`src/rtl/regfile_wb_sequencer_if.sv`:
```
// Write-back packet channel between the memory stage and the write-back sequencer.
// The master offers a packet; the slave (sequencer) signals when it can take one.
interface regfile_wb_sequencer_if #(
  parameter int DATA_W = 64
);
  logic              wb_valid;
  logic              wb_ready;
  logic [3:0]        wb_dstE;
  logic [DATA_W-1:0] wb_valE;
  logic [3:0]        wb_dstM;
  logic [DATA_W-1:0] wb_valM;

  modport master (
    output wb_valid, wb_dstE, wb_valE, wb_dstM, wb_valM,
    input  wb_ready
  );

  modport slave (
    input  wb_valid, wb_dstE, wb_valE, wb_dstM, wb_valM,
    output wb_ready
  );
endinterface

```
`src/rtl/regfile_wb_sequencer.sv`:
```
// Serialises Y86 dual-destination write-back packets onto the register file's
// single write port (E before M, valM wins on collision) and publishes a busy scoreboard.
module regfile_wb_sequencer #(
  parameter int         DATA_W = 64,
  parameter int         NREG   = 16,
  parameter logic [3:0] RNONE  = 4'hF
) (
  input  logic                  clock,
  input  logic                  reset_n,
  regfile_wb_sequencer_if.slave wb,
  output logic                  rf_we,
  output logic [3:0]            rf_waddr,
  output logic [DATA_W-1:0]     rf_wdata,
  output logic [NREG-1:0]       busy_mask,
  output logic                  idle
);

  typedef enum logic [1:0] {
    IDLE    = 2'd0,
    WRITE_E = 2'd1,
    WRITE_M = 2'd2
  } seqState_t;

  seqState_t         state;
  seqState_t         firstState;
  logic [3:0]        hEAddr;
  logic [DATA_W-1:0] hEData;
  logic [3:0]        hMAddr;
  logic [DATA_W-1:0] hMData;
  logic              needE;
  logic              needM;
  logic              accept;

  // First write state of the packet currently on the input; a colliding E write is dropped.
  always_comb begin
    needE      = (wb.wb_dstE != RNONE) && (wb.wb_dstE != wb.wb_dstM);
    needM      = (wb.wb_dstM != RNONE);
    firstState = IDLE;
    if (needE)      firstState = WRITE_E;
    else if (needM) firstState = WRITE_M;
  end

  // Ready whenever the current cycle is idle or presents the packet's final write.
  assign wb.wb_ready = (state == IDLE) || (state == WRITE_M) ||
                       ((state == WRITE_E) && (hMAddr == RNONE));
  assign accept      = wb.wb_valid && wb.wb_ready;
  assign idle        = (state == IDLE);

  // NOTE: the held packet registers are ordinary flops, not a memory, so they take the
  // async reset like the state; outputs decoded from them are then defined from reset.
  always_ff @(posedge clock or negedge reset_n) begin
    if (!reset_n) begin
      state  <= IDLE;
      hEAddr <= '0;
      hEData <= '0;
      hMAddr <= '0;
      hMData <= '0;
    end else begin
      // NOTE: non-blocking assignments here so every branch sees the pre-edge state
      // and held registers, independent of statement order.
      case (state)
        IDLE:    if (accept) state <= firstState;
        WRITE_E: begin
          if (hMAddr != RNONE) state <= WRITE_M;
          else if (accept)     state <= firstState;
          else                 state <= IDLE;
        end
        WRITE_M: state <= accept ? firstState : IDLE;
        default: state <= IDLE;
      endcase

      if (accept) begin
        hEAddr <= wb.wb_dstE;
        hEData <= wb.wb_valE;
        hMAddr <= wb.wb_dstM;
        hMData <= wb.wb_valM;
      end
    end
  end

  // NOTE: every output gets a default before the case so no path leaves one unassigned
  // and no latch is inferred.
  always_comb begin
    rf_we     = 1'b0;
    rf_waddr  = '0;
    rf_wdata  = '0;
    busy_mask = '0;
    case (state)
      WRITE_E: begin
        rf_we             = 1'b1;
        rf_waddr          = hEAddr;
        rf_wdata          = hEData;
        busy_mask[hEAddr] = 1'b1;
        if (hMAddr != RNONE) busy_mask[hMAddr] = 1'b1;
      end
      WRITE_M: begin
        rf_we             = 1'b1;
        rf_waddr          = hMAddr;
        rf_wdata          = hMData;
        busy_mask[hMAddr] = 1'b1;
      end
      default: ;
    endcase
    // The "no write" code never names a real register.
    busy_mask[RNONE] = 1'b0;
  end

endmodule

```
`src/flat_wrapper.sv`:
```
// flat-port wrapper written by rule: the top's interface ports become plain ports
module regfile_wb_sequencer_flat 
#(
  parameter int         DATA_W = 64,
  parameter int         NREG   = 16,
  parameter logic [3:0] RNONE  = 4'hF
)
  (clock, reset_n, rf_we, rf_waddr, rf_wdata, busy_mask, idle, wb_wb_valid, wb_wb_dstE, wb_wb_valE, wb_wb_dstM, wb_wb_valM, wb_wb_ready);
  regfile_wb_sequencer_if #(.DATA_W(DATA_W)) wb_i ();
  input  logic clock;
  input  logic reset_n;
  output logic rf_we;
  output logic [3:0] rf_waddr;
  output logic [DATA_W-1:0] rf_wdata;
  output logic [NREG-1:0] busy_mask;
  output logic idle;
  input wire logic [$bits(wb_i.wb_valid)-1:0] wb_wb_valid;
  input wire logic [$bits(wb_i.wb_dstE)-1:0] wb_wb_dstE;
  input wire logic [$bits(wb_i.wb_valE)-1:0] wb_wb_valE;
  input wire logic [$bits(wb_i.wb_dstM)-1:0] wb_wb_dstM;
  input wire logic [$bits(wb_i.wb_valM)-1:0] wb_wb_valM;
  output wire logic [$bits(wb_i.wb_ready)-1:0] wb_wb_ready;
  assign wb_i.wb_valid = wb_wb_valid;
  assign wb_i.wb_dstE = wb_wb_dstE;
  assign wb_i.wb_valE = wb_wb_valE;
  assign wb_i.wb_dstM = wb_wb_dstM;
  assign wb_i.wb_valM = wb_wb_valM;
  assign wb_wb_ready = wb_i.wb_ready;
  regfile_wb_sequencer #(.DATA_W(DATA_W), .NREG(NREG), .RNONE(RNONE)) u_core (.clock(clock), .reset_n(reset_n), .wb(wb_i), .rf_we(rf_we), .rf_waddr(rf_waddr), .rf_wdata(rf_wdata), .busy_mask(busy_mask), .idle(idle));
endmodule
```
`config.mk`:
```
export PLATFORM = sky130hd
export DESIGN_NAME = regfile_wb_sequencer_flat
export DESIGN_NICKNAME = d
export VERILOG_FILES = /design/src/rtl/regfile_wb_sequencer_if.sv /design/src/rtl/regfile_wb_sequencer.sv /design/src/flat_wrapper.sv
export SDC_FILE = /design/constraint.sdc
export NUM_CORES = 1
export LEC_CHECK = 0
export CAP_MARGIN = 25
export CORE_UTILIZATION = 27
export CTS_CLUSTER_SIZE = 16
export DETAILED_ROUTE_END_ITERATION = 6
export SLEW_MARGIN = 30
export SYNTH_ARGS = -nofsm -noshare
export SYNTH_HDL_FRONTEND = slang
export SYNTH_SLANG_ARGS = --single-unit
```
`constraint.sdc`:
```
create_clock -name clock -period 3.6 [get_ports clock]
set_input_delay 0.54 -clock clock [delete_from_list [all_inputs] [get_ports clock]]
set_output_delay 0.54 -clock clock [all_outputs]
set_load 0.01 [all_outputs]
```
==> results.cfg <==
[setup_path]
r2r_cells = 7
crit_fanout = 37
crit_chain = inv_1 -> ha_2 -> buf_4 -> a22oi_1 -> nor2b_1 -> clkdlybuf4s50_1
arrival_ps = 2810
slowest_delay_ps = 590
cp.depth = 6
critPathLaunchType = flip-flop
critPathKind = reg -> out
cp_num_buf_inv = 3
cp_slowest_cell = clkdlybuf4s50_1
path_delay_family = buffers and inverters
worstPathRequired_ps = 3060
endpoint_kind = output pin

[place]
portBuffers = 224
dp.cells = 1055
place_ws_ps = 612
gp_congestion = 0.756
place_hpwl_um = 12800
dpl_cell_area_sq_mm = 0.00948

[grt]
antenna_found_initial = 0
grt_pass1_vias = 5469
grt_pass1_wl_um = 30100
grt_max_degree = 70
grt-ovfl-total = 0
grt.total_usage_pct = 14.7

[floorplanning]
die_h_um = 162
die_x_um = 162
start_util_pct = 27.5
rows = 58
io_pins = 226
core_area_sq_mm = 0.0252
dieArea_sq_mm = 0.0263

[synth]
yosys-mux-area-fraction_pct = 24.8
synth_common_cells = 138 x dfrtp_1, 87 x mux2_2, 70 x nor2b_1
avgSynthCellArea_sq_um = 12.9
synthTopCellsByArea = dfrtp_1 50%, mux2_2 14%, mux2_4 11%, a22oi_1 7.4%, nor2b_1 6.3%
synth_compound_area_share_pct = 10.6
seq_area_frac_synth_pct = 49.9
yosysTopAreaCell = dfrtp_1
syn_nets = 678
synthAdderAreaFrac_pct = 0.723
synthSimpleGateAreaFrac_pct = 9.74
synth-edff-count = 0
ys_types = 45
syn_area_sq_mm = 0.00692
synth_seq_cells = 138
yosysMostFrequentCell = dfrtp_1
synth_top_family_by_area = multiplexers
synthArstFlopShare_pct = 100
synth_warnings = 0
syn-instance-count = 535
yosys.area.top_type_share_pct = 49.9
synth_xor_xnor_area_share_pct = 0.506
synthFlopType = dfrtp_1

[sta]
fin_setup_tns_ps = 0
setup_violations = 0
hold_viol = 0
report.final.slew_viol_count = 0
finClkSkew_ps = 10.1
fmax_mhz = 299
setup_ws_ps = 252
max_slew.worst_pin.slew_ps = 713
layout_min_cycle_time_ps = 3350
rsz0062_at_grt = no
post-route-period-util_pct = 93.0
slew_headroom_pct = 52.5

[final_layout]
area_growth_pct = 46.4
final_layout_size_suffix_gt1_share_pct = 24.7
final_cells = 1087
nets = 888
n_fill_cell = 2388
fin_area_sq_mm = 0.0101
n_antenna_cell = 0

[route]
drt_drc_violations_left = 0
wirelength_um = 18900
ant_nets = 0
initialDrtViolationCount = 220
drtPass1Iterations = 4
num_vias = 5087
vias_per_cell = 4.68
wl_per_cell_um = 17.4

[clock_tree]
cts_buffers = 17
cts_root_buf = clkbuf_16
cts_tree = done
worstSkewPairLatency_ps = 420
postCtsSetupBuffers = 0
cts.sinks = 138
cts-htree-levels = 4
cts_buffer_depth = 2
path_clk_slew_ps = 60

[pwr]
power_switching_mw = 2.87
switching_share_pct = 32.8
clkPwrFrac_pct = 22.3
leakage_nw = 3.95
peakVddDrop_mv = 0.388
pwr-share-seq_pct = 33.3
pwr-share-comb_pct = 44.4
internal_power_mw = 5.87
pwr_density_cell_mw_per_mm2 = 863
total_power_mw = 8.75

[flow_run]
cap_violations = 0

[hold_path]
hold-path-cell-count = 1
min_path_type = reg -> reg

[run_status]
status = finished clean
[worst paths after layout]
kind	slack, ps	from	to
max in group asynchronous	2160	reset_n	u_core.hMData[42]
min in group asynchronous	570	reset_n	u_core.hEData[7]
setup / recovery	250	u_core.state[0]	rf_wdata[27]
hold reg to reg	510	u_core.hEData[47]	u_core.hEData[47]
hold / removal	510	u_core.hEData[47]	u_core.hEData[47]
setup reg to reg	680	u_core.state[0]	u_core.hEData[14]
[per-layer routing]
metal	wire (um)	up-vias	track usage, %
li1	-	2361	-
met1	8660	2529	19.0
met2	8520	183	23.0
met3	1550	14	5.67
met4	179	0	3.60
met5	0	-	0
[layout by cell type, fill, tap and decap left out, types with 4 or more instances in the layout]
cell type	instances
nor2b_1	70
a21boi_0	5
buf_4	11
mux2_4	49
xor2_1	4
a22oi_1	68
o32ai_1	6
dfrtp_1	138
and2_1	8
bufinv_16	5
nand2b_1	4
nand3b_1	5
mux2_2	87
clkinv_4	4
clkbuf_16	17
clkdlybuf4s50_1	223
[area by class of cell]
class / instances / area [sq um] / area share, %
clock inverter: 11 / 195 / 1.93
sequential: 138 / 3450 / 34.1
timing repair buffer: 238 / 2380 / 23.4
inverter: 3 / 11.3 / 0.111
clock buffer: 20 / 447 / 4.41
tap: 330 / 413 / 4.07
multi-input combinational: 347 / 3240 / 32.0
[power groups by stage]
stage / sequential (mW) / clock [mW] / combinational, mW
after floorplan: 2.69 / 0 / 2.71
after global placement: 2.92 / 0 / 3.90
after detailed placement: 2.92 / 0 / 3.94
after CTS: 2.91 / 2.00 / 3.95
after global routing: 3.03 / 2.07 / 4.21
final: 2.91 / 1.95 / 3.88
[registers in the layout (all words and copies together) (netlist names)]
| register | cells |
|---|---|
| u_core.hMAddr | 4 |
| u_core.hEAddr | 4 |
| u_core.state | 2 |
| u_core.hMData | 64 |
| u_core.hEData | 64 |
[logic make-up (layout without fill, tap and decap cells)]
group,Yosys count,after routing
compound gates,96,96
mux,136,136
other cells,1,1
buf+inv,50,272
xor+xnor,4,4
fa+ha+maj,4,4
flops,138,138
simple gates,106,106
[metrics by stage]
stage	hold slack [ps]	utilization, %
floorplan	244	-
global placement	433	37.7
detailed placement	429	37.7
CTS	510	40.2
global route	518	40.2
finish	507	40.2
[what timing repair did]
item                      CTS  global route
resized for setup           0             0
hold buffers                1             0
hold endpoints to repair   27             0
[worst reg2reg max path: stages, from the launching register on]
cell     delay, ps
dfrtp_1        430
inv_1          110
ha_2           390
buf_4          500
o21a_1         220
a31o_4         130
buf_4          560
mux2_2         460
(Power assumes the default switching activity.)
